File: src/rtl/cdb_pkg.sv
// Shared CDB types and sizing: requester count, tag/data widths and unit indices.
package cdb_pkg;

   localparam int unsigned N_REQ     = 3;
   localparam int unsigned TAG_W     = 5;
   localparam int unsigned DATA_W    = 32;
   localparam int unsigned CDB_SRC_W = $clog2(N_REQ);

   localparam int unsigned CDB_SRC_ALU = 0;
   localparam int unsigned CDB_SRC_LSU = 1;
   localparam int unsigned CDB_SRC_BRU = 2;

   typedef struct packed {
      logic [TAG_W-1:0]  tag;
      logic [DATA_W-1:0] data;
   } cdb_entry_t;

   // Round-robin successor of a granted index, wrapping at the last unit
   function automatic logic [CDB_SRC_W-1:0] next_ptr(input logic [CDB_SRC_W-1:0] idx);
      return (32'(idx) == N_REQ - 1) ? '0 : CDB_SRC_W'(32'(idx) + 32'd1);
   endfunction

endpackage

File: src/rtl/cdb_arbiter_if.sv
// Execution-unit request side and CDB broadcast side of the result bus.
interface cdb_arbiter_if;
   import cdb_pkg::*;

   logic [N_REQ-1:0]        req_valid;
   logic [N_REQ*TAG_W-1:0]  req_tag;
   logic [N_REQ*DATA_W-1:0] req_data;
   logic [N_REQ-1:0]        req_ready;
   logic                    cdb_stall;
   logic                    flush;
   logic                    cdb_valid;
   logic [TAG_W-1:0]        cdb_tag;
   logic [DATA_W-1:0]       cdb_data;
   logic [CDB_SRC_W-1:0]    cdb_src;

   modport slave (
      input  req_valid, req_tag, req_data, cdb_stall, flush,
      output req_ready, cdb_valid, cdb_tag, cdb_data, cdb_src
   );

   modport master (
      output req_valid, req_tag, req_data, cdb_stall, flush,
      input  req_ready, cdb_valid, cdb_tag, cdb_data, cdb_src
   );

endinterface

File: src/rtl/cdb_arbiter_rr.sv
// Combinational round-robin arbiter: lowest set request at or after ptr, searched
// over a doubled request vector so the wrap needs no separate pass.
module rr_arbiter #(
   parameter int unsigned N     = 3,
   parameter int unsigned IDX_W = $clog2(N)
) (
   input  logic [N-1:0]     req,
   input  logic [IDX_W-1:0] ptr,
   input  logic             en,
   output logic [N-1:0]     gnt,
   output logic [IDX_W-1:0] gnt_idx
);

   localparam int unsigned W2 = 2 * N;

   logic [W2-1:0] req2;
   logic [W2-1:0] mask;
   logic [W2-1:0] masked;
   logic [W2-1:0] gnt2;
   logic          found;

   always_comb begin
      req2    = {req, req};
      mask    = ~((W2'(1) << ptr) - W2'(1));
      masked  = req2 & mask;
      gnt2    = '0;
      gnt_idx = '0;
      found   = 1'b0;
      for (int unsigned k = 0; k < W2; k++) begin
         if (en && !found && masked[k]) begin
            found   = 1'b1;
            gnt2[k] = 1'b1;
            gnt_idx = IDX_W'((k >= N) ? k - N : k);
         end
      end
      // Fold the upper (wrapped) half back onto the unit indices
      gnt = gnt2[N-1:0] | gnt2[W2-1:N];
   end

endmodule

File: src/rtl/cdb_arbiter.sv
// Picks one execution-unit result per cycle round-robin and holds it in the
// registered CDB slot; ROB stall holds the slot, flush kills it.
module cdb_arbiter
   import cdb_pkg::*;
(
   input  logic          clk,
   input  logic          rst,
   cdb_arbiter_if.slave  bus
);

   logic [CDB_SRC_W-1:0] rr_ptr;
   logic [CDB_SRC_W-1:0] gnt_idx;
   logic [N_REQ-1:0]     gnt;
   logic                 grant_en;
   cdb_entry_t           win;
   cdb_entry_t           slot;
   logic                 slot_valid;
   logic [CDB_SRC_W-1:0] slot_src;

   assign grant_en = rst & ~bus.cdb_stall & ~bus.flush;

   rr_arbiter #(
      .N     (N_REQ),
      .IDX_W (CDB_SRC_W)
   ) u_rr (
      .req     (bus.req_valid),
      .ptr     (rr_ptr),
      .en      (grant_en),
      .gnt     (gnt),
      .gnt_idx (gnt_idx)
   );

   assign bus.req_ready = gnt;

   // Winner's payload mux, driven from the one-hot grant only
   always_comb begin
      win = '0;
      for (int unsigned i = 0; i < N_REQ; i++) begin
         if (gnt[i]) begin
            win.tag  = bus.req_tag[i*TAG_W +: TAG_W];
            win.data = bus.req_data[i*DATA_W +: DATA_W];
         end
      end
   end

   // CDB slot and pointer; the grant is already suppressed under stall/flush
   always_ff @(posedge clk or negedge rst) begin
      if (!rst) begin
         slot_valid <= 1'b0;
         slot       <= '0;
         slot_src   <= '0;
         rr_ptr     <= '0;
      end else if (bus.flush) begin
         slot_valid <= 1'b0;
      end else if (!bus.cdb_stall) begin
         if (|gnt) begin
            slot_valid <= 1'b1;
            slot       <= win;
            slot_src   <= gnt_idx;
            rr_ptr     <= next_ptr(gnt_idx);
         end else begin
            slot_valid <= 1'b0;
         end
      end
   end

   assign bus.cdb_valid = slot_valid;
   assign bus.cdb_tag   = slot.tag;
   assign bus.cdb_data  = slot.data;
   assign bus.cdb_src   = slot_src;

endmodule

File: src/flat_wrapper.sv
// flat-port wrapper written by rule: the top's interface ports become plain ports
module cdb_arbiter_flat import cdb_pkg::*;
  (clk, rst, bus_req_valid, bus_req_tag, bus_req_data, bus_cdb_stall, bus_flush, bus_req_ready, bus_cdb_valid, bus_cdb_tag, bus_cdb_data, bus_cdb_src);
  cdb_arbiter_if bus_i ();
  input  logic clk;
  input  logic rst;
  input wire logic [$bits(bus_i.req_valid)-1:0] bus_req_valid;
  input wire logic [$bits(bus_i.req_tag)-1:0] bus_req_tag;
  input wire logic [$bits(bus_i.req_data)-1:0] bus_req_data;
  input wire logic [$bits(bus_i.cdb_stall)-1:0] bus_cdb_stall;
  input wire logic [$bits(bus_i.flush)-1:0] bus_flush;
  output wire logic [$bits(bus_i.req_ready)-1:0] bus_req_ready;
  output wire logic [$bits(bus_i.cdb_valid)-1:0] bus_cdb_valid;
  output wire logic [$bits(bus_i.cdb_tag)-1:0] bus_cdb_tag;
  output wire logic [$bits(bus_i.cdb_data)-1:0] bus_cdb_data;
  output wire logic [$bits(bus_i.cdb_src)-1:0] bus_cdb_src;
  assign bus_i.req_valid = bus_req_valid;
  assign bus_i.req_tag = bus_req_tag;
  assign bus_i.req_data = bus_req_data;
  assign bus_i.cdb_stall = bus_cdb_stall;
  assign bus_i.flush = bus_flush;
  assign bus_req_ready = bus_i.req_ready;
  assign bus_cdb_valid = bus_i.cdb_valid;
  assign bus_cdb_tag = bus_i.cdb_tag;
  assign bus_cdb_data = bus_i.cdb_data;
  assign bus_cdb_src = bus_i.cdb_src;
  cdb_arbiter u_core (.clk(clk), .rst(rst), .bus(bus_i));
endmodule
File: config.mk
export PLATFORM = sky130hd
export DESIGN_NAME = cdb_arbiter_flat
export DESIGN_NICKNAME = d
export VERILOG_FILES = /design/src/rtl/cdb_pkg.sv /design/src/rtl/cdb_arbiter_if.sv /design/src/rtl/cdb_arbiter_rr.sv /design/src/rtl/cdb_arbiter.sv /design/src/flat_wrapper.sv
export SDC_FILE = /design/constraint.sdc
export NUM_CORES = 1
export LEC_CHECK = 0
export ABC_AREA = 1
export BUFFER_PORTS_ARGS = -buffer_cell sky130_fd_sc_hd__buf_4
export CORE_MARGIN = 4
export CORE_UTILIZATION = 30
export CTS_BUF_LIST = sky130_fd_sc_hd__clkbuf_2
export CTS_CLUSTER_DIAMETER = 100
export DETAILED_ROUTE_END_ITERATION = 6
export HOLD_SLACK_MARGIN = 0.06
export PLACE_DENSITY = 0.68
export SLEW_MARGIN = 20
export SYNTH_ARGS = -nofsm -noshare
export SYNTH_HDL_FRONTEND = slang
export SYNTH_SLANG_ARGS = --single-unit
File: constraint.sdc
create_clock -name clk -period 2.38 [get_ports clk]
set_input_delay 0 -clock clk [delete_from_list [all_inputs] [get_ports clk]]
set_output_delay 0 -clock clk [all_outputs]
set_load 0.05 [all_outputs]
==> results.cfg, run 1 <==
[global_route]
busiest_layer = met2
grt_pass1_wl_um = 18100
grt_start_max_net_pins = 43
grt_overflow = 0
grt_antenna_before_repair = 0
met1_usage_pct = 22.7
use_met3_pct = 4.75
grt_usage_pct = 22.3
grt_pass1_vias = 3944
met2_usage_pct = 41.9

[sta]
worst_slack_ns = 0.224
fin_skew_ns = 0.0120
slew_violations = 0
whs_ns = 0.167
fin_crit_sh_pct = 90.6
fin_setup_tns_ns = 0
finalSetupViolCount = 0
period_needed_ns = 2.16
tightest_slew_ns = 0.529
max_freq_mhz = 464
rsz0062_at_grt = false
slew_headroom_pct = 64.8
final_hold_viol_count = 0

[setup_path]
cp-end-kind = output pin
reg2reg_to = u_core.bus.cdb_data[5]
critPathKind = reg2out
rrSetupSlack_ns = 0.25
required_ns = 2.38
r2r-start = u_core.rr_ptr[0]
reg2regPathDepth = 13
start_kind = register
worstPathMaxFanout = 11
arrival_ns = 2.16

[clock_network]
cts.sinks = 42
htreeDepth = 2
cts_buffer_depth = 2
root_buffer = clkbuf_2
cts_buffers = 5
insertion_delay_ns = 0.38
clk_pin_slew_ns = 0.19
cts_tree = built

[routing]
antenna_left = 0
detail_route.iter0.violations = 159
via_per_inst = 4.59
wl_um = 11500
wl_per_cell_um = 14.6
drtPass1Iterations = 5
vias = 3624
route.detailed.drc = 0

[yosys]
ys_ff_latch = 42
synth_edf_count = 0
ys_seq_area_share_pct = 39.9
synthXorXnorAreaFrac_pct = 0
yosysMostFrequentCell = nand2_1
synth_top_family_by_area = simple AND/OR/NAND/NOR gates
yosysTopAreaCell = dfrtp_1
synthMuxAreaShare_pct = 0
synthSimpleGateAreaFrac_pct = 39.3
synth_warnings = 0
synthTopCellsByArea = dfrtp_1, nand2_1, nand3_1, a21oi_1, inv_1
synth_cell_type_count = 17
synthCells = 407
synth-async-reset-ratio_pct = 100
synth_fa_ha_area_share_pct = 0.475
synth_compound_area_share_pct = 7.51
syn_avg_cell_area_um2 = 6.47
synth_top_flop_cell = dfrtp_1
syn_area_um2 = 2630
synth_common_cells = nand2_1, inv_1, nand3_1
synth_top_cell_area_share_pct = 39.9
syn_nets = 526

[placement]
pre_cts_slack_ns = 0.221
gp_congestion = 0.935
io_buffer_count = 160
place.detailed.hpwl_um = 6510
dp.cells = 658
placed_area_um2 = 3880

[finish]
fill_cells = 712
finish.utilization_pct = 61.7
fin_nets = 799
syn_to_final_growth_pct = 96.3
fin_area_um2 = 5170
layout-drive-gt1-share_pct = 28.0
final-instance-count-excl-fill = 789

[power]
cellPowerDensity_nw_per_um2 = 819
p_seq_share_pct = 28.8
power.internal_mw = 2.05
p_sw_mw = 2.19
p_sw_share_pct = 51.7
p_comb_share_pct = 64.1
leakagePower_nw = 2.91
total_power_mw = 4.23
p_clk_share_pct = 7.1
ir_drop_v = 0.000392

[min_path]
min_from = bus_req_valid[0]
whs_path_depth = 6
whs_endpoint = u_core.rr_ptr[0]
min_path_type = in2reg

[status]
status = finished, final reports clean

[floorplan]
die-area_um2 = 10300
die_y_um = 102
die_w_um = 102
start_util_pct = 31.4
rows = 33
io_pins = 161
core_um2 = 8380

[flow_run]
max_cap_viol_count = 0
[worst max-delay path: stages, from the launching register on]
cell and delay [ns]:
dfrtp_1 0.45, inv_1 0.10, nand2_2 0.07, ha_1 0.31
nand2_1 0.10, nand2_1 0.09, nor2_2 0.14, nand2_1 0.10
nand2_4 0.11, buf_6 0.15, buf_6 0.17
[timing repair]
item	in CTS	in global routing
gates resized for setup	4	9
buffers inserted	1	4
hold buffers	115	0
pin swaps	1	1
endpoints found under the setup margin	2	44
endpoints found under the hold margin	81	0
[power groups by stage]
stage / Combinational [mW] / Clock, mW / Sequential [mW]
6_report: 2.71 / 0.299 / 1.22
5_1_grt: 2.88 / 0.337 / 1.26
4_1_cts: 2.68 / 0.320 / 1.22
3_5_place_dp: 2.52 / 0 / 1.24
3_3_place_gp: 2.48 / 0 / 1.23
2_1_floorplan: 0.577 / 0 / 2.31
[worst max-delay path by stage]
stage	slack, ns	start	depth (start not counted)	to
5_1_grt	0.002	u_core.rr_ptr[0]	13	u_core.bus.cdb_data[19]
6_report	0.22	u_core.rr_ptr[0]	10	bus_req_ready[0]
4_1_cts	0.03	u_core.rr_ptr[0]	10	bus_req_ready[0]
3_5_place_dp	0.22	u_core.rr_ptr[0]	11	u_core.bus.cdb_data[5]
2_1_floorplan	0.31	u_core.rr_ptr[1]	12	u_core.bus.cdb_data[1]
3_3_place_gp	0.34	u_core.rr_ptr[0]	13	u_core.bus.cdb_data[0]
[sequential cells by signal (all words and copies together) (netlist names)]
register              count
u_core.bus.cdb_tag        5
u_core.bus.cdb_src        2
u_core.bus.cdb_data      32
u_core.rr_ptr             2
u_core.bus.cdb_valid      1
[layer usage]
metal / routed length [um] / vias up
li1: - / 1800
met1: 4080 / 1625
met2: 6190 / 153
met3: 724 / 46
met4: 496 / 0
met5: 0 / -
[cell families after synthesis]
| logic type | count (synthesis) |
|---|---|
| adder cells (fa/ha/maj) | 1 |
| buffers and inverters | 71 |
| AO/OA/AOI/OAI | 39 |
| AND/OR/NAND/NOR | 254 |
| flip-flops | 42 |
[final cells by class]
type	count	area [um2]	share of cell area, %
antenna	3	7.51	0.145
clock buffer	6	30.0	0.581
clock inverter	2	8.76	0.169
inverter	47	179	3.46
multi-input combinational	294	1260	24.4
sequential	42	1050	20.3
tap	105	131	2.54
timing repair buffer	290	2500	48.4
[cells in the final DEF, fill, tap and decap left out]
| master | instances |
|---|---|
| diode_2 | 3 |
| nor2_4 | 1 |
| clkinv_1 | 1 |
| inv_2 | 1 |
| inv_4 | 1 |
| nand3_1 | 44 |
| buf_4 | 169 |
| o21ai_1 | 1 |
| clkinv_2 | 1 |
| nand2_4 | 2 |
| buf_12 | 1 |
| a21oi_1 | 37 |
| clkbuf_2 | 6 |
| nand2_1 | 161 |
| nor2_2 | 3 |
| dfrtp_1 | 42 |
| nand3b_1 | 1 |
| nand4_1 | 2 |
| a21boi_1 | 1 |
| inv_1 | 45 |
| ha_1 | 1 |
| nand2_2 | 1 |
| buf_8 | 1 |
| dlygate4sd3_1 | 115 |
| nor2_1 | 39 |
| buf_6 | 4 |
(Power assumes the default switching activity.)
==> inputs of run 2 (changes only) <==
--- a/config.mk
+++ b/config.mk
@@ -8,11 +8,13 @@
 export ABC_AREA = 1
 export BUFFER_PORTS_ARGS = -buffer_cell sky130_fd_sc_hd__buf_4
+export CELL_PAD_IN_SITES_DETAIL_PLACEMENT = 0
+export CELL_PAD_IN_SITES_GLOBAL_PLACEMENT = 1
 export CORE_MARGIN = 4
-export CORE_UTILIZATION = 30
+export CORE_UTILIZATION = 29
 export CTS_BUF_LIST = sky130_fd_sc_hd__clkbuf_2
 export CTS_CLUSTER_DIAMETER = 100
 export DETAILED_ROUTE_END_ITERATION = 6
-export HOLD_SLACK_MARGIN = 0.06
-export PLACE_DENSITY = 0.68
+export HOLD_SLACK_MARGIN = 0.12
+export PLACE_DENSITY = 0.92
 export SLEW_MARGIN = 20
 export SYNTH_ARGS = -nofsm -noshare
==> constraint.sdc (replaced) <==
create_clock -name clk -period 2.38 [get_ports clk]
set_input_delay 0 -clock clk [delete_from_list [all_inputs] [get_ports clk]]
set_output_delay 0 -clock clk [all_outputs]
set_load 0.02 [all_outputs]
==> run 2 against run 1 <==
Net effect: die area grew 3.2%; register-to-register slack got worse by 0.15 ns; worst setup slack worse by 0.13 ns; first-iteration DRC count is 30% lower; sequential power hardly changed; final area up 1.8%; sequential share of layout area shrank 0.35 points; critical endpoint is now u_core.bus.cdb_data[22]; highest routed layer unchanged.
==> results.cfg, run 2 (same netlist as run 1, synthesis figures left out) <==
[status]
status = finished, final reports clean

[global_route]
grt_start_max_net_pins = 43
grt_antenna_before_repair = 1
grt_pass1_wl_um = 17500
grt_overflow = 0
grt_pass1_vias = 3739
grt_usage_pct = 21.4

[routing]
detail_route.iter0.violations = 111
wl_per_cell_um = 14.9
antenna_left = 0
route.detailed.drc = 0
via_per_inst = 4.54
vias = 3611
drtPass1Iterations = 6
wl_um = 11900

[setup_path]
critical_path.top_delay_family = simple AND/OR/NAND/NOR gates
required_ns = 2.68
reg2regPathDepth = 13
crit_top_cell = nand2_1
r2r-start = u_core.rr_ptr[1]
reg2reg_to = u_core.bus.cdb_data[22]
critPathKind = reg2reg
cpPeakStageDelay_ns = 0.55
crit_buf_inv = 3
rrSetupSlack_ns = 0.1
start_kind = register
cp-end-kind = register
arrival_ns = 2.58
worstPathMaxFanout = 7
path_cells = inv_2 -> nand2_1 -> ha_4 -> nand2_1 -> nand2_2 -> inv_1 -> nand4_1 -> nand2_4 -> nand2_1 -> nand2_1 -> dlygate4sd3_1 -> nor2_1 -> nand2_1
cp_slowest_cell = dlygate4sd3_1

[finish]
largest_register_ffs = 32
syn_to_final_growth_pct = 99.8
layout-drive-gt1-share_pct = 29.3
finish.utilization_pct = 60.0
regArea_um2 = 1050
fill_cells = 734
final_common_cell = buf_4
final_cell_mix = buf_4, nand2_1, dlygate4sd3_1
fin_area_um2 = 5260
multi_input_area_um2 = 1270
fin_nets = 805

[floorplan]
die_w_um = 103
io_pins = 161
core_um2 = 8760
die-area_um2 = 10700
start_util_pct = 30.0
rows = 34
die_y_um = 103

[clock_network]
cts_buffer_depth = 2
cts.sinks = 42
clk_pin_slew_ns = 0.21
cts_tree = built
insertion_delay_ns = 0.39
root_buffer = clkbuf_2
htreeDepth = 2
cts_buffers = 5

[flow_run]
max_cap_viol_count = 0

[placement]
io_buffer_count = 160
placed_area_um2 = 3930
gp_congestion = 0.806
place.detailed.hpwl_um = 6950

[sta]
finalSetupViolCount = 0
whs_ns = 0.166
period_needed_ns = 2.28
final_hold_viol_count = 0
fin_skew_ns = 0.0138
slew_violations = 0
tightest_slew_ns = 0.545
max_freq_mhz = 438
fin_crit_sh_pct = 95.8
slew_headroom_pct = 63.7

[power]
cellPowerDensity_nw_per_um2 = 700
leakagePower_nw = 2.96
ir_drop_v = 0.000405

[min_path]
min_path_type = in2reg
whs_path_depth = 7
min_from = bus_req_valid[1]
whs_endpoint = u_core.bus.cdb_data[27]
==> run 2: per-stage QoR <==
stage | std cells | setup TNS, ns | setup slack (ns) | power (mW)
CTS | 785 | 0 | 0.00590 | 3.61
floorplan | 407 | 0 | 0.530 | 2.17
global placement | 663 | 0 | 0.450 | 2.99
finish | 796 | 0 | 0.0989 | 3.68
detailed placement | 663 | 0 | 0.330 | 3.04
global route | 796 | -0.0270 | -0.0270 | 3.95
==> run 2: where the power goes <==
group | switching, mW | leakage, nW | internal (mW)
clock network | 0.231 | 0.0427 | 0.174
registers | 0.206 | 0.526 | 1.03
logic | 1.07 | 2.39 | 0.960
==> run 2: metal layers <==
metal | up-vias | wire length, um | global-route usage (%)
met5 | - | 0 | 0
met4 | 0 | 295 | 8.57
met3 | 25 | 929 | 5.84
met2 | 154 | 6320 | 40.7
met1 | 1627 | 4310 | 21.8
li1 | 1805 | - | -
==> run 2: cell type report <==
type                            instances  share of cell area, %
Timing Repair Buffer                  296                   48.6
Multi-Input combinational cell        294                   24.2
Sequential cell                        42                   20.0
Inverter                               47                   3.35
Tap cell                              108                   2.57
Clock inverter                          3                  0.761
Clock buffer                            5                  0.476
Antenna cell                            1                 0.0476
==> run 2: worst max-delay path by stage <==
stage / endpoint / slack, ns / cells past startpoint / from
floorplan: u_core.bus.cdb_data[1] / 0.53 / 12 / u_core.rr_ptr[1]
global placement: u_core.bus.cdb_tag[3] / 0.45 / 12 / u_core.rr_ptr[1]
detailed placement: u_core.bus.cdb_tag[4] / 0.33 / 12 / u_core.rr_ptr[1]
CTS: bus_req_ready[1] / 0.006 / 10 / u_core.rr_ptr[1]
global route: u_core.bus.cdb_data[22] / -0.03 / 13 / u_core.rr_ptr[1]
finish: u_core.bus.cdb_data[22] / 0.1 / 13 / u_core.rr_ptr[1]
==> run 2: worst min-delay path, stage by stage <==
cell,delay [ns]
buf_4,0.09
nand3_1,0.12
nand2_4,0.14
nand2_1,0.06
nand2_1,0.05
nor2_1,0.04
nand2_1,0.04
==> run 2: timing repair <==
| item | CTS | global route |
|---|---|---|
| endpoints found under the setup margin | 1 | 3 |
| pin swaps | 0 | 2 |
| setup buffers | 0 | 9 |
| gates resized for setup | 1 | 4 |
| hold buffers | 114 | 0 |
| hold endpoints to repair | 80 | 0 |
| gates cloned | 0 | 1 |
